`src/rtl/pdm_decimator.sv`:
```
// PDM-to-PCM front end: generates the microphone PDM clock, integrates the 1-bit
// stream through a 5th-order CIC, decimates by 2^LOG2_DECIM, and runs the five comb
// stages one per clock through a shared subtractor. Output is a valid/ready PCM
// stream with a sticky overrun flag.
module pdm_decimator #(
    parameter int PDM_DIV    = 4,
    parameter int LOG2_DECIM = 6,
    parameter int OUT_W      = 16
) (
    input  logic                    clk,
    input  logic                    rst_n,
    output logic                    pdm_clk,
    input  logic                    pdm_data,
    output logic signed [OUT_W-1:0] pcm,
    output logic                    pcm_valid,
    input  logic                    pcm_ready,
    output logic                    overrun
);

    localparam int W  = 2 + 5 * LOG2_DECIM;
    localparam int DW = (PDM_DIV > 1) ? $clog2(PDM_DIV) : 1;

    typedef enum logic [2:0] {
        S_IDLE, S_C0, S_C1, S_C2, S_C3, S_C4, S_OUT
    } state_t;

    logic [DW-1:0]         div_q;
    logic                  pdm_clk_q;
    logic [LOG2_DECIM-1:0] dec_q;
    logic [4:0][W-1:0]     integ_q;
    logic                  go_q;
    state_t                state_q;
    logic [W-1:0]          acc_q;
    logic [4:0][W-1:0]     dly_q;
    logic [OUT_W-1:0]      pcm_q;
    logic                  valid_q;
    logic                  overrun_q;

    logic                  div_tc;
    logic                  strobe;
    logic                  dec_wrap;
    logic [W-1:0]          x_in;
    logic [W-1:0]          dly_sel;
    logic [W-1:0]          comb_d;

    // Strobe fires in the cycle where pdm_clk is about to fall; that edge samples pdm_data.
    assign div_tc   = (div_q == DW'(PDM_DIV - 1));
    assign strobe   = div_tc & pdm_clk_q;
    assign dec_wrap = strobe & (dec_q == '1);
    // Bit 1 -> +1, bit 0 -> -1 (all ones in two's complement).
    assign x_in     = pdm_data ? W'(1) : '1;

    // PDM clock divider: toggle at terminal count, 50% duty.
    always_ff @(posedge clk or negedge rst_n) begin
        if (!rst_n) begin
            div_q     <= '0;
            pdm_clk_q <= 1'b0;
        end else if (div_tc) begin
            div_q     <= '0;
            pdm_clk_q <= ~pdm_clk_q;
        end else begin
            div_q <= div_q + DW'(1);
        end
    end

    // Integrator cascade and decimation counter; modular wrap is what makes the CIC exact.
    always_ff @(posedge clk or negedge rst_n) begin
        if (!rst_n) begin
            integ_q <= '0;
            dec_q   <= '0;
            go_q    <= 1'b0;
        end else begin
            go_q <= dec_wrap;
            if (strobe) begin
                dec_q      <= dec_q + LOG2_DECIM'(1);
                integ_q[0] <= integ_q[0] + x_in;
                for (int k = 1; k < 5; k++)
                    integ_q[k] <= integ_q[k] + integ_q[k-1];
            end
        end
    end

    // Select the delay register belonging to the comb stage being evaluated.
    always_comb begin
        dly_sel = '0;
        case (state_q)
            S_C0:    dly_sel = dly_q[0];
            S_C1:    dly_sel = dly_q[1];
            S_C2:    dly_sel = dly_q[2];
            S_C3:    dly_sel = dly_q[3];
            S_C4:    dly_sel = dly_q[4];
            default: dly_sel = '0;
        endcase
        comb_d = acc_q - dly_sel;
    end

    // Comb sequencer: snapshot, five comb stages on one subtractor, then load output.
    always_ff @(posedge clk or negedge rst_n) begin
        if (!rst_n) begin
            state_q   <= S_IDLE;
            acc_q     <= '0;
            dly_q     <= '0;
            pcm_q     <= '0;
            valid_q   <= 1'b0;
            overrun_q <= 1'b0;
        end else begin
            // A transfer drops valid unless OUT reloads it below.
            if (valid_q && pcm_ready)
                valid_q <= 1'b0;
            case (state_q)
                S_IDLE: begin
                    if (go_q) begin
                        acc_q   <= integ_q[4];
                        state_q <= S_C0;
                    end
                end
                S_C0: begin acc_q <= comb_d; dly_q[0] <= acc_q; state_q <= S_C1; end
                S_C1: begin acc_q <= comb_d; dly_q[1] <= acc_q; state_q <= S_C2; end
                S_C2: begin acc_q <= comb_d; dly_q[2] <= acc_q; state_q <= S_C3; end
                S_C3: begin acc_q <= comb_d; dly_q[3] <= acc_q; state_q <= S_C4; end
                S_C4: begin acc_q <= comb_d; dly_q[4] <= acc_q; state_q <= S_OUT; end
                S_OUT: begin
                    pcm_q   <= acc_q[W-1 -: OUT_W];
                    valid_q <= 1'b1;
                    // Overwriting a sample nobody took this cycle is an overrun.
                    if (valid_q && !pcm_ready)
                        overrun_q <= 1'b1;
                    state_q <= S_IDLE;
                end
                default: state_q <= S_IDLE;
            endcase
        end
    end

    assign pdm_clk   = pdm_clk_q;
    assign pcm       = pcm_q;
    assign pcm_valid = valid_q;
    assign overrun   = overrun_q;

endmodule
```
`config.mk`:
```
export PLATFORM = sky130hd
export DESIGN_NAME = pdm_decimator
export DESIGN_NICKNAME = d
export VERILOG_FILES = /design/src/rtl/pdm_decimator.sv
export SDC_FILE = /design/constraint.sdc
export NUM_CORES = 1
export LEC_CHECK = 0
export ABC_AREA = 1
export CAP_MARGIN = 20
export CORE_MARGIN = 4
export CORE_UTILIZATION = 30
export CTS_CLUSTER_DIAMETER = 50
export DETAILED_ROUTE_END_ITERATION = 10
export HOLD_SLACK_MARGIN = 0.06
export SLEW_MARGIN = 20
export SYNTH_ARGS = -nofsm -noshare
export SYNTH_HDL_FRONTEND = slang
export SYNTH_SLANG_ARGS = --single-unit
```
`constraint.sdc`:
```
create_clock -name clk -period 4.2 [get_ports clk]
set_input_delay 0.84 -clock clk [delete_from_list [all_inputs] [get_ports clk]]
set_output_delay 0.84 -clock clk [all_outputs]
set_load 0.05 [all_outputs]
```
Word level (Yosys, flattened, before mapping). Index checks and enable logic that the tools add are counted.

Register bits after elaboration: 383. Bits in latches: 0. Memory bits (writable): 0. Bits in read-only memories: 0. Input bits: 4. Output and inout bits: 19. Logic and storage cells: 57. Memories: 0.

$add $sub $neg: 8. Multipliers: 0. Div/mod/pow operators: 0. $lt $le $gt $ge: 0. Equality and inequality tests: 9. Shift-type cells: 0. Muxes and demuxes: 9. Bitwise gates (word level): 3. Reduce and logical (&&, ||, !) cells: 9.

Operator list (count): $add 32x32->32 (5); $pmux 32 s5 (1); $mux 32 (2); $pmux 32 s2 (1); $sub 32x32->32 (1); $pmux 3 s6 (1); $eq 3x3->1 const B (3); $add 6x1->6 const B (1); $eq 3x2->1 const B (2); $eq 6x6->1 const B (1); $reduce_or 5->1 (1); $reduce_and 2->1 (2); $reduce_bool 2->1 (2); $eq 3x1->1 const B (1); $logic_not 3->1 (1); $mux 3 (1); $add 2x1->2 const B (1); $and 1x1->1 (2); $eq 2x2->1 const B (1); $logic_and 1x1->1 (2); $mux 1 (2); $mux 2 (1); $ne 2x2->1 const B (1); $logic_not 1->1 (1); $not 1->1 (1).

Depth between registers and ports, before layout.
Depth after elaboration: 4. Mapped depth: 22. Depth with buffers taken out: 20.

Worst setup path before layout. OpenSTA, ideal clock, no wires.

Kind: input to register. Start point: input pdm_data. End point: register integ_q[14] in the netlist's numbering. Library setup time: 0.118 ns. Arrival: 2.780 ns. Data required time: 4.082 ns. Slack: 1.302 ns. Cell stages on the path: 11. Path buffers: 0. Cell sequence: inv_1 ha_1 a21oi_1 nand2_1 nand3_1 nand2_1 nand2_1 nand2_1 or2_2 nand3_1 nand2_1.

Word-level cells in the longest chain between the ends: 2.

Ends and longest elaborated chain: start: declaration (RTL line 13) `input logic pdm_data,`; $mux 32 (RTL line 51) `assign x_in = pdm_data ? W'(1) : '1;`; $add 32x32->32 (RTL line 76) `integ_q[0] <= integ_q[0] + x_in;`; end signal: indexed assignment (RTL line 78) `integ_q[k] <= integ_q[k] + integ_q[k-1];`; end: declaration (RTL line 30) `logic [4:0][W-1:0] integ_q;`.

Every way passes these cells. A chain may end at the register's enable or synchronous reset.

Worst setup path in the final report.
Start point: register state_q[1]. End point: register acc_q[17].

Word-level cells in the longest chain between the ends: 4. Elaborated cells between the ends (all ways): 13. Classes of those cells: add/sub: 1; eq/ne: 6; mux: 2; reduce/logical: 4.

Ends and longest elaborated chain: start: declaration (RTL line 32) `state_t state_q;`; start signal: assignment (RTL line 100) `state_q <= S_IDLE;`; start signal: assignment (RTL line 114) `state_q <= S_C0;`; start signal: assignment (RTL line 117) `S_C0: begin acc_q <= comb_d; dly_q[0] <= acc_q; state_q <= S_C1; end`; $eq 3x3->1 (tied with other cells) (RTL line 86, 110); $pmux 32 s5 or $reduce_or 5->1 (tied branches); $sub 32x32->32 or $reduce_bool 2->1 (tied branches); $pmux 32 s2 or $reduce_and 2->1 (tied branches); end signal: assignment (RTL line 113) `acc_q <= integ_q[4];`; end: declaration (RTL line 33) `logic [W-1:0] acc_q;`.

Parallel ways exist; a longest one is shown, timed or not.

==> out/qor.txt <==
Tmin final - 3580 ps
instance count of the mapped netlist - 4,279
Synth top cells by count - 1,552 x nand2_1, 540 x inv_1, 404 x o21ai_0, 383 x dfrtp_1
Post-DRT Antenna Nets - 0
Max-Cap Viols - 0
Post-CTS Setup Bufs - 0
share of cells above drive strength 1 - 4.29%
cts bufs inserted - 61
cts hold-fix bufs - 0
Final #Nets - 4,489
Synth Area in Adders - 8.85%
Leakage - 16.2 nW
gpl congestion - 0.891
Synth Area in Simple Gates - 33.1%
htree depth - 2
first-pass GRT wire length - 137 mm
CP dominant cell by count - nand2_1
cell taking the most area after synthesis - dfrtp_1
worst skew pair latency - 680 ps
Port Buffers - 22
Unique masters post-synth - 39
Via Count - 26,803
Hold WS - 227 ps
DIE HEIGHT - 314 um
PD cells - 780 nW/um2
critical path class - flop to flop
DR WL/cell - 15.1 um
EDFF count, synth - 0
Fin Setup TNS - 0 ps
vias in the first global route - 25,630
antenna violations before repair - 1
crit start category - flop
Net Count, Synth - 4,478
CTS sink cnt - 383
crit-path cells - inv_1 -> ha_1 -> nand2_2 -> buf_4 -> o21ai_0 -> ha_1 -> nand2_1 -> nor2_1 -> nand3_1 -> nand3b_1 -> nand2_1 -> nand3_1 -> nand2_1 -> o21ai_1 -> nand2_1
fillcell total - 10,076
crit end category - flop
Row Count - 111
Worst-path clk slew - 50 ps
initial core utilization - 30.4%
Hold WC Path Type - primary input to asynchronous set/reset pin
cell total after placement - 5,470
crit share post-route - 85.2%
Slowest-stage cell, CP - dfrtp_1
First-pass DRT Iterations - 6
Cell Count, Final, Fillers Out - 5,583
top cells by area, synth - dfrtp_1 34%, nand2_1 21%, ha_1 8.4%
design area - 32,000 um2
largest family of logic cells by synthesized area - simple AND/OR/NAND/NOR gates
count leader, synth - nand2_1
CTS tree - done
WP data required - 4750 ps
grt ovf - 0
Syn Area/Cell - 6.56 um2
Detail Placement HPWL - 63.6 mm
worst reg2reg endpoint - acc_q[17]
number of diodes - 0
die width - 314 um
Synth Cell Area - 28,100 um2
Synth top area share - 34.1%
Final setup viols - 0
RSZ-0062 raised after global routing - false
register area share after synthesis - 34.1%
slowest stage delay, CP - 560 ps
# IOs - 23
flop-to-flop setup slack - 620 ps
crit-path max FO - 17
post-synthesis xor/xnor area fraction - 2.31%
Area after DPL - 29,700 um2
reg-to-reg startpoint - state_q[1]
critical path arrival - 4130 ps
global-route usage over all layers - 17.0%
CTS Buffer Depth - 3
# DRC - 0
worst r2r path cells - 15
Post-synth top flop - dfrtp_1
Slew headroom - 37.8%
multiplexer area fraction after synthesis - 0%
routed wire length - 84.0 mm
peak supply drop - 374 uV
Via density - 4.80
status - complete, no violations
pin count of the biggest net entering global routing - 101
asr flop ratio synth - 100%
post-synthesis register bit count - 383
DRT iter0 DRCs - 1,810
Max Clk Rate - 280 MHz
Core Region - 92,200 um2
area grow syn2layout - 14.1%
post_cts resized - 0
root buf cell - clkbuf_16
YS warnings - 0
Setup Skew - 50.5 ps
die area - 98,500 um2
Fin. Hold Viols - 0
Slew Limit Fails - 0
post-synthesis compound-gate area fraction - 12.7%
Worst-Margin Slew - 934 ps
==> critical path, delay by kind of cell (launching register included) <==
family	cells	cell delay (ps)
compound gates	2	390
fa+ha+maj	2	730
buf+inv	2	420
flops	1	560
simple gates	9	1350
==> logic make-up after synthesis <==
family	after synthesis
compound gates	685
buf+inv	656
simple gates	2286
fa+ha+maj	195
xor+xnor	74
flops	383
==> registers in the layout (all words and copies together) (netlist names) <==
| register | cells |
|---|---|
| pdm_clk | 1 |
| pcm | 16 |
| div_q | 2 |
| acc_q | 32 |
| go_q | 1 |
| state_q | 3 |
| pcm_valid | 1 |
| overrun | 1 |
| integ_q | 160 |
| dec_q | 6 |
| dly_q | 160 |
==> area by class of cell <==
class / instances / area [um2] / area share (%)
inverters: 547 / 2060 / 6.43
multi-input cells: 3240 / 16000 / 50.0
repair buffers: 57 / 538 / 1.68
clock inverters: 39 / 617 / 1.93
flip-flops and latches: 383 / 9590 / 29.9
well taps: 1243 / 1560 / 4.86
clock buffers: 74 / 1670 / 5.20
==> worst max-delay path by stage <==
| stage | end | startpoint | depth (start not counted) | slack [ps] |
|---|---|---|---|---|
| finish | acc_q[17] | state_q[1] | 15 | 620 |
| global route | acc_q[26] | state_q[1] | 16 | 400 |
| CTS | acc_q[17] | state_q[1] | 15 | 640 |
| detailed placement | integ_q[14] | pdm_data | 12 | 470 |
| global placement | integ_q[14] | pdm_data | 12 | 540 |
| floorplan | integ_q[14] | pdm_data | 11 | 1300 |
==> metal layers <==
layer	wire, um	GRT usage, %
met5	0	0
met4	3050	6.28
met3	4280	2.33
met2	37100	27.4
met1	39600	23.2
==> stage by stage <==
step	total power, mW	setup slack, ps	utilization (%)
after floorplan	15.7	1300	-
after detailed placement	19.3	471	32.2
after global placement	19.2	544	32.2
final	25.0	624	34.7
after global routing	27.5	403	34.7
after CTS	25.0	639	34.7
==> placed cells by master, fill, tap and decap left out, types with 48 or more instances in the layout <==
cell,n
clkbuf_16,62
nand2_1,1549
xnor2_1,60
dfrtp_1,382
ha_1,189
o21ai_0,404
inv_1,539
nor2_1,297
a21oi_1,216
nand3_1,295
nor3_1,48
==> power by group <==
part | switching [mW] | internal, mW
sequential | 1.12 | 4.45
clock | 2.04 | 3.54
combinational | 8.96 | 4.89
Power figures use the tool's default switching activity.
